[src/rtl/maxpool_stream.sv]
// Streaming KxK max-pool (stride K) over a raster pixel stream with CH parallel channels.
// Partial window maxima are kept in a single row buffer indexed by output column.
module maxpool_stream #(
  parameter int IN_W   = 8,
  parameter int IN_H   = 8,
  parameter int K      = 2,
  parameter int CH     = 4,
  parameter int BW     = 8,
  parameter int SIGNED = 0,
  localparam int OUT_W = IN_W / K,
  localparam int OUT_H = IN_H / K,
  localparam int ORW   = (OUT_H > 1) ? $clog2(OUT_H) : 1,
  localparam int OCW   = (OUT_W > 1) ? $clog2(OUT_W) : 1
) (
  input  logic               clk_en,
  input  logic               reset_n,
  input  logic               clear,
  input  logic               in_valid,
  output logic               in_ready,
  input  logic [CH*BW-1:0]   in_data,
  output logic               out_valid,
  input  logic               out_ready,
  output logic [CH*BW-1:0]   out_data,
  output logic [ORW-1:0]     out_row,
  output logic [OCW-1:0]     out_col,
  output logic               frame_done
);

  localparam int CW = $clog2(IN_W + 1);
  localparam int RW = $clog2(IN_H + 1);
  localparam int KW = $clog2(K + 1);
  localparam int DW = CH * BW;

  logic [CW-1:0]  col_q, col_d, oc_q, oc_d;
  logic [RW-1:0]  row_q, row_d, orow_q, orow_d;
  logic [KW-1:0]  kc_q, kc_d, kr_q, kr_d;
  logic           out_valid_q, out_valid_d;
  logic [DW-1:0]  out_data_q, out_data_d;
  logic [ORW-1:0] out_row_q, out_row_d;
  logic [OCW-1:0] out_col_q, out_col_d;
  logic           frame_done_q, frame_done_d;
  logic [DW-1:0]  buf_q [OUT_W];
  logic [DW-1:0]  buf_d [OUT_W];

  logic           accept, out_fire, discard, first, last, col_end, row_end;
  logic [OCW-1:0] buf_idx;
  logic [DW-1:0]  stored, merged;

  function automatic logic greater(input logic [BW-1:0] a, input logic [BW-1:0] b);
    if (SIGNED != 0) return $signed(a) > $signed(b);
    else             return a > b;
  endfunction

  assign in_ready   = reset_n && !clear && (!out_valid_q || out_ready);
  assign accept     = in_valid && in_ready;
  assign out_fire   = out_valid_q && out_ready;
  // Columns/rows past the last full window map to oc/orow beyond the output grid.
  assign discard    = (oc_q >= CW'(OUT_W)) || (orow_q >= RW'(OUT_H));
  assign first      = (kr_q == '0) && (kc_q == '0);
  assign last       = (kr_q == KW'(K - 1)) && (kc_q == KW'(K - 1));
  assign col_end    = (col_q == CW'(IN_W - 1));
  assign row_end    = (row_q == RW'(IN_H - 1));
  assign buf_idx    = oc_q[OCW-1:0];

  assign out_valid  = out_valid_q;
  assign out_data   = out_data_q;
  assign out_row    = out_row_q;
  assign out_col    = out_col_q;
  assign frame_done = frame_done_q;

  always_comb begin
    stored = buf_q[buf_idx];
    merged = stored;
    if (first) begin
      merged = in_data;
    end else begin
      for (int c = 0; c < CH; c++) begin
        if (greater(in_data[c*BW +: BW], stored[c*BW +: BW]))
          merged[c*BW +: BW] = in_data[c*BW +: BW];
      end
    end
  end

  always_comb begin
    col_d        = col_q;
    row_d        = row_q;
    oc_d         = oc_q;
    orow_d       = orow_q;
    kc_d         = kc_q;
    kr_d         = kr_q;
    out_valid_d  = out_valid_q;
    out_data_d   = out_data_q;
    out_row_d    = out_row_q;
    out_col_d    = out_col_q;
    buf_d        = buf_q;
    frame_done_d = out_fire && (out_row_q == ORW'(OUT_H - 1)) && (out_col_q == OCW'(OUT_W - 1));

    if (out_fire) out_valid_d = 1'b0;

    if (accept) begin
      if (col_end) begin
        col_d = '0;
        kc_d  = '0;
        oc_d  = '0;
        if (row_end) begin
          row_d  = '0;
          kr_d   = '0;
          orow_d = '0;
        end else begin
          row_d = row_q + 1'b1;
          if (kr_q == KW'(K - 1)) begin
            kr_d   = '0;
            orow_d = orow_q + 1'b1;
          end else begin
            kr_d = kr_q + 1'b1;
          end
        end
      end else begin
        col_d = col_q + 1'b1;
        if (kc_q == KW'(K - 1)) begin
          kc_d = '0;
          oc_d = oc_q + 1'b1;
        end else begin
          kc_d = kc_q + 1'b1;
        end
      end

      if (!discard) begin
        buf_d[buf_idx] = merged;
        if (last) begin
          out_valid_d = 1'b1;
          out_data_d  = merged;
          out_row_d   = orow_q[ORW-1:0];
          out_col_d   = buf_idx;
        end
      end
    end

    // Abort drops any held result; accept is already blocked via in_ready.
    if (clear) begin
      col_d        = '0;
      row_d        = '0;
      oc_d         = '0;
      orow_d       = '0;
      kc_d         = '0;
      kr_d         = '0;
      out_valid_d  = 1'b0;
      frame_done_d = 1'b0;
    end
  end

  always_ff @(posedge clk_en or negedge reset_n) begin
    if (!reset_n) begin
      col_q        <= '0;
      row_q        <= '0;
      oc_q         <= '0;
      orow_q       <= '0;
      kc_q         <= '0;
      kr_q         <= '0;
      out_valid_q  <= 1'b0;
      out_data_q   <= '0;
      out_row_q    <= '0;
      out_col_q    <= '0;
      frame_done_q <= 1'b0;
    end else begin
      col_q        <= col_d;
      row_q        <= row_d;
      oc_q         <= oc_d;
      orow_q       <= orow_d;
      kc_q         <= kc_d;
      kr_q         <= kr_d;
      out_valid_q  <= out_valid_d;
      out_data_q   <= out_data_d;
      out_row_q    <= out_row_d;
      out_col_q    <= out_col_d;
      frame_done_q <= frame_done_d;
    end
  end

  // The row buffer needs no reset: the first pixel of every window overwrites it.
  always_ff @(posedge clk_en) begin
    for (int i = 0; i < OUT_W; i++) buf_q[i] <= buf_d[i];
  end

endmodule

[config.mk]
export PLATFORM = sky130hd
export DESIGN_NAME = maxpool_stream
export DESIGN_NICKNAME = d
export VERILOG_FILES = /design/src/rtl/maxpool_stream.sv
export SDC_FILE = /design/constraint.sdc
export NUM_CORES = 1
export LEC_CHECK = 0
export ABC_CLOCK_PERIOD_IN_PS = 10650
export CAP_MARGIN = 10
export CELL_PAD_IN_SITES_DETAIL_PLACEMENT = 1
export CELL_PAD_IN_SITES_GLOBAL_PLACEMENT = 1
export CORE_ASPECT_RATIO = 0.6
export CORE_MARGIN = 1
export CORE_UTILIZATION = 38
export DETAILED_ROUTE_END_ITERATION = 10
export PLACE_DENSITY_LB_ADDON = 0.1
export SYNTH_ARGS = -nofsm -noshare
export SYNTH_HDL_FRONTEND = slang
export SYNTH_SLANG_ARGS = --single-unit
[constraint.sdc]
create_clock -name clk_en -period 10.65 [get_ports clk_en]
set_input_delay 2.13 -clock clk_en [delete_from_list [all_inputs] [get_ports clk_en]]
set_output_delay 2.13 -clock clk_en [all_outputs]
set_load 0.05 [all_outputs]
==> results of run 1 <==
-- worst max-delay path by stage --
stage                     cells past startpoint  slack, ns      start  endpoint
after floorplan                               3       5.53  out_ready  in_ready
after global placement                        5       4.54    reset_n  in_ready
after detailed placement                      5       4.53    reset_n  in_ready
after CTS                                     5       4.52    reset_n  in_ready
after global routing                          5       4.36    reset_n  in_ready
final                                         5       4.60    reset_n  in_ready
-- cell type report --
class	count	area share [%]
sequential	186	49.9
multi-input combinational	454	32.1
timing repair buffer	88	7.95
clock buffer	18	4.05
tap	315	3.72
inverter	36	1.27
clock inverter	13	0.991
-- power by group through the flow --
stage | Sequential, mW | Clock, mW | Combinational, mW
floorplan | 1.09 | 0 | 0.247
global placement | 0.926 | 0 | 0.611
detailed placement | 0.929 | 0 | 0.627
CTS | 0.915 | 0.610 | 0.630
global route | 0.924 | 0.633 | 0.671
finish | 0.914 | 0.594 | 0.624
-- per-layer routing --
| layer | GRT usage, % | routed length (um) | up-vias |
|---|---|---|---|
| li1 | - | - | 2831 |
| met4 | 5.96 | 240 | 0 |
| met5 | 0 | 0 | - |
| met3 | 3.52 | 701 | 14 |
| met1 | 26.0 | 10700 | 2985 |
| met2 | 31.1 | 10300 | 82 |
-- flip-flops by register name (all words and copies together), names as in the netlist --
name        flops
buf_q         128
out_data       32
col_q           4
oc_q            4
orow_q          4
row_q           4
kc_q            2
kr_q            2
out_col         2
out_row         2
frame_done      1
out_valid       1
-- placed cells by master, fill, tap and decap left out, drive strengths merged, types with 18 or more instances in the layout --
cell,synthesis,final
edfxtp,128,128
nand2,74,74
clkdlybuf4s50,0,74
dfrtp,58,58
mux2i,57,57
o21ai,45,45
ha,39,39
inv,36,37
mux2,33,33
nand3,32,32
o211ai,29,29
or4,22,22
clkbuf,23,18
-- worst max-delay path, cell delays in order --
cell and delay, ns:
buf_2 0.07, buf_4 0.67, nand2_1 0.10, nor2_1 0.12
clkdlybuf4s50_1 0.81
-- logic make-up after synthesis --
kind of cell / share of synthesized area [%]
multiplexers: 11.5
XOR/XNOR: 0.293
AO/OA/AOI/OAI: 8.76
flip-flops: 59.1
adder cells (fa/ha/maj): 5.45
AND/OR/NAND/NOR: 11.8
buffers and inverters: 3.09
==> summary.txt, run 1 <==
Die
  • Die H: 121 um
  • Cell Rows: 43
  • Die width: 200 um
  • IO Pins: 76
  • Core footprint: 23100 um2
  • Starting Density: 38.7%
  • DIE AREA: 24200 um2

Synthesis
  • Post-synth EDFFs: 128
  • Main synth FF type: edfxtp_1
  • Most area-hungry cell type in the Yosys netlist: edfxtp_1
  • Syn_nets: 785
  • Post-Synthesis Cell Area: 8960 um2
  • Number of synthesized register bits: 186
  • Post-synth top area share: 42.9%
  • Top cells by count, synth: edfxtp_1 (128), nand2_1 (74), dfrtp_1 (58)
  • Synthesized instance count: 709
  • Number of distinct library cells after synthesis: 49
  • Main area contributors after synthesis: edfxtp_1 (43%), dfrtp_1 (16%), mux2i_1 (6.4%)
  • Syn avg cell area: 12.6 um2
  • Yosys warns: 0
  • Dominant cell by count in the synthesized netlist: edfxtp_1
  • Sequential share of the synthesized area: 59.1%
  • Async SR Flop Fraction: 31.2%

Worst hold path
  • Startpoint of the worst hold path: col_q[3]$_DFFE_PN0P_
  • WHS Path Cells: 1
  • Hold Crit Class: flop to flop
  • WHS Endpoint: col_q[3]$_DFFE_PN0P_

Clock network
  • Clock sink total: 186
  • CTS tree: built
  • Cts bufs inserted: 17
  • Register clock-pin slew on the reported worst setup and hold paths: 0.06 ns
  • H-tree Lvls: 4
  • Cts-stage hold buffer count: 0
  • CTS resizes: 0
  • Root buffer cell: clkbuf_16
  • Postcts setup bufs: 0
  • CTS max path bufs: 2
  • Skew-Pair Late Insertion Delay: 0.44 ns

Route
  • Routed wire per std cell: 19.8 um
  • Drt initial violations: 237
  • Final ANT Viol Nets: 0
  • DRC: 0
  • DR vias: 5912
  • Total Wirelength: 22.0 mm
  • Vias/cell: 5.33
  • Pre-Repair DR Iteration Count: 4

Global routing
  • GR Util All Layers: 19.1%
  • Overflow after GRT: 0
  • Largest net degree at the start of global routing: 78
  • First-pass GRT wire length: 35.2 mm
  • Vias in the first global route: 6417
  • Initial antenna violation count: 0

Timing
  • Worst hold slack: 0.488 ns
  • RSZ-0062 raised after global routing: false
  • TNS Setup: 0 ns
  • Slew Limit Headroom: 22.5%
  • Tightest Pin Transition: 1.16 ns
  • Clock Skew: 0.00872 ns
  • Max Slew Vio Count: 0
  • Hold Violations, Final: 0
  • Final setup viols: 0
  • Fmax: 165 MHz
  • Period utilization: 56.8%
  • Min setup slack post-route: 4.60 ns
  • Minimum clock period: 6.05 ns

Critical path
  • Crit Path Category: input pin to primary output
  • R2R setup slack: 5.95 ns
  • CP endpoint kind: primary output
  • Path depth of the worst reg2reg path: 9
  • Startpoint types: input pin
  • R2R Path End: buf_q[104]$_DFFE_PP_
  • Worst reg2reg path startpoint: oc_q[0]$_DFFE_PN0P_
  • Data arrival, critical path: 3.92 ns
  • Crit path required time: 8.52 ns
  • Largest fanout on the critical path: 62

Finish
  • Diodes inserted: 0
  • Layout filler cell count: 2419
  • Core Util, Final: 45.9%
  • Area delta synth->final: 18.5%
  • Multi-input gate area: 3410 um2
  • Final nets: 859
  • Final Cell Area: 10600 um2
  • Fin cells: 1110
  • Register Area: 5300 um2
  • Layout cell share with drive strength beyond 1: 11.7%

Power and ir drop
  • Sw Ratio: 34.2%
  • Cell Int Power: 1.40 mW
  • Sequential share of power: 42.9%
  • Peak VDD IR: 0.115 mV
  • Overall power: 2.13 mW
  • Gate power share: 29.3%
  • Clk pwr share: 27.8%
  • Leakage: 4.08 nW
  • PD cells: 201 nW/um2
  • NetSw: 0.729 mW

Job
  • # Max-Cap Violations: 0

Placed design
  • GP Congestion: 0.737
  • Place WS: 4.53 ns
  • Placed Instances: 1079
  • IO Port Bufs: 75
  • Post-DP Area: 10100 um2
  • Dpl hpwl: 14.3 mm

Status
  • Outcome: finished, final reports clean
No activity file was read; power rests on OpenSTA's default activity.
==> inputs of run 2 (changes only) <==
- ABC_CLOCK_PERIOD_IN_PS: 10650 -> 5370
- clock period: 10.65 -> 5.37 ns (I/O delays scaled with it)
==> run 2 against run 1 <==
  * Sequential share of layout area decreased by 0.16 points
  * First-iteration DRC count decreased by 20%
  * Flip-flop and latch count unchanged
  * Critical path type is now flop to flop
==> summary.txt, run 2 (synthesis results as in run 1) <==
Placed design
  • Placed Instances: 1083 (was 1079)
  • IO Port Bufs: 75 (unchanged)
  • GP Congestion: 0.764 (was 0.737)
  • Dpl hpwl: 15.0 mm (was 14.3 mm)

Route
  • Drt initial violations: 190 (was 237)
  • DRC: 0 (unchanged)
  • Routed wire per std cell: 19.7 um (was 19.8 um)
  • Total Wirelength: 22.0 mm (about the same)
  • Vias/cell: 5.33 (about the same)
  • Pre-Repair DR Iteration Count: 4 (unchanged)
  • Final ANT Viol Nets: 0 (unchanged)
  • DR vias: 5940 (was 5912)

Power and ir drop
  • Sequential share of power: 42.8% (was 42.9%)
  • Clk pwr share: 27.7% (was 27.8%)
  • Leakage: 4.10 nW (was 4.08 nW)
  • NetSw: 1.44 mW (was 0.729 mW)
  • Sw Ratio: 33.9% (was 34.2%)
  • Overall power: 4.23 mW (was 2.13 mW)
  • Cell Int Power: 2.79 mW (was 1.40 mW)
  • PD cells: 397 nW/um2 (was 201 nW/um2)
  • Gate power share: 29.5% (was 29.3%)
  • Peak VDD IR: 0.237 mV (was 0.115 mV)

Timing
  • Tightest Pin Transition: 1.16 ns (about the same)
  • TNS Setup: 0 ns (unchanged)
  • Fmax: 240 MHz
  • Worst hold slack: 0.465 ns (was 0.488 ns)
  • Max Slew Vio Count: 0 (unchanged)
  • Period utilization: 77.6%
  • RSZ-0062 raised after global routing: false (unchanged)
  • Minimum clock period: 4.16 ns
  • Clock Skew: 0.00956 ns (was 0.00872 ns)
  • Hold Violations, Final: 0 (unchanged)
  • Final setup viols: 0 (unchanged)
  • Slew Limit Headroom: 21.4% (was 22.5%)

Clock network
  • Postcts setup bufs: 0 (unchanged)
  • Skew-Pair Late Insertion Delay: 0.43 ns (was 0.44 ns)
  • H-tree Lvls: 4 (unchanged)
  • CTS resizes: 0 (unchanged)
  • Cts-stage hold buffer count: 0 (unchanged)
  • Cts bufs inserted: 17 (unchanged)
  • Clock sink total: 186 (unchanged)
  • CTS max path bufs: 2 (unchanged)
  • Register clock-pin slew on the reported worst setup and hold paths: 0.06 ns (about the same)
  • CTS tree: built (unchanged)
  • Root buffer cell: clkbuf_16 (unchanged)

Worst hold path
  • Hold Crit Class: input pin to asynchronous set/reset pin (was flop to flop)

Critical path
  • Worst path slowest cell: a211oi_2 (was clkdlybuf4s50_1)
  • Worst reg2reg path startpoint: oc_q[1]$_DFFE_PN0P_ (was oc_q[0]$_DFFE_PN0P_)
  • Worst setup startpoint: oc_q[1]$_DFFE_PN0P_ (was reset_n)
  • Crit path required time: 5.54 ns (was 8.52 ns)
  • Data arrival, critical path: 4.34 ns (was 3.92 ns)
  • Largest fanout on the critical path: 45 (was 62)
  • Crit Path Category: flop to flop (was input pin to primary output)
  • CP endpoint kind: flop (was primary output)
  • Critical path endpoint: buf_q[96]$_DFFE_PP_ (was in_ready)
  • Slowest stage delay, CP: 0.81 ns (about the same)
  • R2R setup slack: 1.21 ns (was 5.95 ns)
  • Path depth of the worst reg2reg path: 9 (unchanged)
  • R2R Path End: buf_q[96]$_DFFE_PP_ (was buf_q[104]$_DFFE_PP_)
  • Startpoint types: flop (was input pin)
  • Crit path cell chain: inv_1, buf_4, o21ai_0, ha_1, nor2b_1, o211ai_1, a211oi_2, nor3_2, mux2_2 (was buf_2, buf_4, nand2_1, nor2_1, clkdlybuf4s50_1)

Global routing
  • Vias in the first global route: 6350 (was 6417)
  • GR Util All Layers: 19.1% (about the same)
  • First-pass GRT wire length: 35.4 mm (was 35.2 mm)
  • Overflow after GRT: 0 (unchanged)
  • Largest net degree at the start of global routing: 78 (unchanged)
  • Initial antenna violation count: 0 (unchanged)

Job
  • # Max-Cap Violations: 0 (unchanged)

Finish
  • Fin cells: 1115 (was 1110)
  • Layout cell share with drive strength beyond 1: 11.9% (was 11.7%)
  • Commonest non-fill, non-tap cell in the layout: edfxtp_1 (unchanged)
  • Diodes inserted: 0 (unchanged)
  • Commonest cells after routing, fill and taps aside: edfxtp_1 (128), nand2_1 (74), clkdlybuf4s50_1 (74) (unchanged)
  • Area delta synth->final: 18.8% (was 18.5%)
  • Layout filler cell count: 2413 (was 2419)
  • Largest Register: buf_q (unchanged)
  • Final nets: 863 (was 859)
  • Max FFs per register: 128 (unchanged)

Die
  • Cell Rows: 43 (unchanged)
  • IO Pins: 76 (unchanged)
  • Starting Density: 38.7% (unchanged)
  • Die width: 200 um (unchanged)
  • Die H: 121 um (unchanged)
  • DIE AREA: 24200 um2 (unchanged)
  • Core footprint: 23100 um2 (unchanged)

Status
  • Outcome: finished, final reports clean (unchanged)
-- run 2: worst min-delay path by stage --
stage / end / slack, ns / depth (start not counted)
detailed placement: out_data[28]$_DFFE_PN0P_ / 0.47 / 2
global route: row_q[1]$_DFFE_PN0P_ / 0.46 / 1
floorplan: orow_q[3]$_DFFE_PN0P_ / 0.44 / 1
CTS: row_q[1]$_DFFE_PN0P_ / 0.45 / 1
finish: row_q[1]$_DFFE_PN0P_ / 0.46 / 1
global placement: col_q[3]$_DFFE_PN0P_ / 0.45 / 1
-- run 2: worst max-delay path: cells and delay by family (launching register included) --
kind | cells | cell delay, ns
AO/OA/AOI/OAI | 3 | 1.22
buffers and inverters | 2 | 0.90
flip-flops | 1 | 0.55
AND/OR/NAND/NOR | 2 | 0.45
multiplexers | 1 | 0.39
adder cells (fa/ha/maj) | 1 | 0.37
-- run 2: routing by layer --
metal	vias up	GRT usage, %	part of all wire, %
li1	2834	-	-
met1	3006	26.0	50
met2	80	31.2	47
met3	20	3.71	2.6
met4	0	5.58	1.2
met5	-	0	0
-- run 2: final cells by class --
class	instances	area (um2)	share of cell area [%]
Tap cell	315	394	3.70
Inverter	36	135	1.27
Timing Repair Buffer	92	873	8.21
Clock inverter	12	101	0.952
Sequential cell	186	5300	49.8
Multi-Input combinational cell	454	3410	32.0
Clock buffer	20	437	4.10
-- run 2: power by group through the flow --
stage / Sequential [mW] / Combinational (mW) / Clock, mW
final: 1.81 / 1.25 / 1.17
after global routing: 1.83 / 1.35 / 1.26
after CTS: 1.82 / 1.26 / 1.21
after detailed placement: 1.84 / 1.26 / 0
after global placement: 1.84 / 1.22 / 0
after floorplan: 2.16 / 0.489 / 0
-- run 2: metrics by stage --
stage / area (um2) / setup WS [ns] / util [%]
after global routing: 10600 / 0.873 / 46.0
after global placement: 10100 / 1.32 / 43.7
after CTS: 10600 / 1.13 / 46.0
final: 10600 / 1.21 / 46.0
after detailed placement: 10100 / 1.15 / 43.7
after floorplan: 8960 / 1.96 / -
==> inputs of run 3 (changes only) <==
- ABC_CLOCK_PERIOD_IN_PS: 5370 -> 3480
- clock period: 5.37 -> 3.48 ns (I/O delays scaled with it)
==> run 3 against run 2 <==
  * Fmax is 28% higher
  * Clock power is 74% higher
  * Flip-flop and latch count stayed put
  * Global-route usage is 0.70 points higher
  * Critical path depth is 2 higher
  * Largest power group unchanged
==> summary.txt, run 3 (synthesis results as in run 1) <==
Finish
  • Commonest cells after routing, fill and taps aside: edfxtp_1 (128), nand2_1 (74), clkdlybuf4s50_1 (73) (was edfxtp_1 (128), nand2_1 (74), clkdlybuf4s50_1 (74))
  • Largest Register: buf_q (unchanged)
  • Final nets: 897 (was 863)
  • Multi-input gate area: 3470 um2 (was 3410 um2)
  • Diodes inserted: 0 (unchanged)
  • Register Area: 5300 um2 (unchanged)
  • Commonest non-fill, non-tap cell in the layout: edfxtp_1 (unchanged)
  • Max FFs per register: 128 (unchanged)
  • Layout cell share with drive strength beyond 1: 17.4% (was 11.9%)
  • Area delta synth->final: 24.0% (was 18.8%)
  • Layout filler cell count: 2373 (was 2413)
  • Final Cell Area: 11100 um2 (was 10600 um2)

Critical path
  • Worst path slowest cell: dfrtp_2 (was a211oi_2)
  • Crit-path leading delay family: multiplexers (was compound AO/OA/AOI/OAI gates)
  • Crit Path Category: flop to flop (unchanged)
  • CP endpoint kind: flop (unchanged)
  • Buf/Inv on CP: 3 (was 2)
  • Data arrival, critical path: 3.47 ns (was 4.34 ns)
  • Crit path cell chain: buf_12, buf_4, mux2_2, o21ai_1, ha_1, nor2b_1, o211ai_1, a211oi_2, nor3_2, buf_4, mux2i_1 (was inv_1, buf_4, o21ai_0, ha_1, nor2b_1, o211ai_1, a211oi_2, nor3_2, mux2_2)
  • Startpoint types: flop (unchanged)
  • Largest fanout on the critical path: 22 (was 45)
  • R2R setup slack: 0.23 ns (was 1.21 ns)
  • Crit path required time: 3.70 ns (was 5.54 ns)
  • Worst setup startpoint: oc_q[0]$_DFFE_PN0P_ (was oc_q[1]$_DFFE_PN0P_)
  • Slowest stage delay, CP: 0.43 ns (was 0.81 ns)
  • Cell mode on critical path: buf_4
  • Worst reg2reg path startpoint: oc_q[0]$_DFFE_PN0P_ (was oc_q[1]$_DFFE_PN0P_)

Die
  • Starting Density: 38.7% (unchanged)
  • Die width: 200 um (unchanged)
  • IO Pins: 76 (unchanged)
  • DIE AREA: 24200 um2 (unchanged)
  • Cell Rows: 43 (unchanged)
  • Core footprint: 23100 um2 (unchanged)
  • Die H: 121 um (unchanged)

Timing
  • Final setup viols: 0 (unchanged)
  • Hold Violations, Final: 0 (unchanged)
  • Clock Skew: 0.0157 ns (was 0.00956 ns)
  • Tightest Pin Transition: 0.783 ns (was 1.16 ns)
  • Minimum clock period: 3.25 ns (was 4.16 ns)
  • TNS Setup: 0 ns (unchanged)
  • Fmax: 308 MHz (was 240 MHz)
  • RSZ-0062 raised after global routing: false (unchanged)
  • Period utilization: 93.4% (was 77.6%)
  • Slew Limit Headroom: 47.8% (was 21.4%)
  • Worst hold slack: 0.204 ns (was 0.465 ns)
  • Max Slew Vio Count: 0 (unchanged)
  • Min setup slack post-route: 0.228 ns (was 1.21 ns)

Global routing
  • Overflow after GRT: 0 (unchanged)
  • Largest net degree at the start of global routing: 69 (was 78)
  • GR Util All Layers: 19.8% (was 19.1%)
  • Vias in the first global route: 6573 (was 6350)
  • Initial antenna violation count: 0 (unchanged)
  • First-pass GRT wire length: 36.3 mm (was 35.4 mm)

Clock network
  • Register clock-pin slew on the reported worst setup and hold paths: 0.07 ns (was 0.06 ns)
  • H-tree Lvls: 4 (unchanged)
  • Cts bufs inserted: 17 (unchanged)
  • CTS tree: built (unchanged)
  • Clock sink total: 186 (unchanged)
  • Root buffer cell: clkbuf_16 (unchanged)
  • CTS max path bufs: 2 (unchanged)
  • Cts-stage hold buffer count: 0 (unchanged)
  • Skew-Pair Late Insertion Delay: 0.44 ns (was 0.43 ns)

Power and ir drop
  • Peak VDD IR: 0.385 mV (was 0.237 mV)
  • Overall power: 6.88 mW (was 4.23 mW)
  • Leakage: 4.32 nW (was 4.10 nW)
  • PD cells: 620 nW/um2 (was 397 nW/um2)

Worst hold path
  • Hold Crit Class: input pin to asynchronous set/reset pin (unchanged)

Route
  • Routed wire per std cell: 19.7 um (about the same)
  • Vias/cell: 5.27 (was 5.33)
  • Drt initial violations: 233 (was 190)
  • Final ANT Viol Nets: 0 (unchanged)
  • Total Wirelength: 22.6 mm (was 22.0 mm)
  • Pre-Repair DR Iteration Count: 4 (unchanged)
  • DRC: 0 (unchanged)
  • DR vias: 6056 (was 5940)

Placed design
  • Place WS: -0.147 ns (was 1.15 ns)
  • GP Congestion: 0.774 (was 0.764)
  • IO Port Bufs: 75 (unchanged)
  • Post-DP Area: 10400 um2 (was 10100 um2)
  • Dpl hpwl: 15.7 mm (was 15.0 mm)

Status
  • Outcome: finished, final reports clean (unchanged)

Job
  • # Max-Cap Violations: 0 (unchanged)
[run 3: worst paths after layout]
path                                                 end  depth (start not counted)
worst max-delay path                  buf_q[9]$_DFFE_PP_                         11
worst min-delay path            out_data[25]$_DFFE_PN0P_                          1
worst max register to register        buf_q[9]$_DFFE_PP_                         11
worst min register to register      col_q[3]$_DFFE_PN0P_                          1
max in group asynchronous            oc_q[0]$_DFFE_PN0P_                          2
min in group clk_en                 col_q[3]$_DFFE_PN0P_                          1
[run 3: power by group]
group          internal [mW]  total [mW]  switching [mW]
sequential              2.65        2.78           0.128
clock                   1.16        2.03           0.870
combinational          0.776        2.07            1.30
[run 3: layout make-up]
class	count	area share, %
Sequential cell	186	47.7
Multi-Input combinational cell	454	31.2
Timing Repair Buffer	126	10.8
Clock buffer	20	4.02
Tap cell	315	3.55
Clock inverter	12	1.46
Inverter	36	1.22
[run 3: routing by layer]
metal	track usage [%]	vias to the layer above	routed length [um]
li1	-	2907	-
met1	27.3	3070	11400
met2	31.9	71	10500
met3	3.87	8	537
met4	5.53	0	129
met5	0	-	0
[run 3: what timing repair did]
action	CTS	global route
cloned	0	0
setup buffers	0	2
pin swaps	0	1
resized for setup	3	15
setup endpoints to repair	74	89
[run 3: per-stage QoR]
stage	cells	utilization [%]
after floorplan	709	-
after global placement	1115	45.0
after detailed placement	1115	45.0
after CTS	1147	47.7
after global routing	1149	48.0
final	1149	48.0
[run 3: worst register-to-register path: stages (launching register included)]
cell,delay [ns]
dfrtp_2,0.43
buf_12,0.21
buf_4,0.26
mux2_2,0.35
o21ai_1,0.25
ha_1,0.30
nor2b_1,0.14
o211ai_1,0.19
a211oi_2,0.12
nor3_2,0.23
buf_4,0.21
mux2i_1,0.34
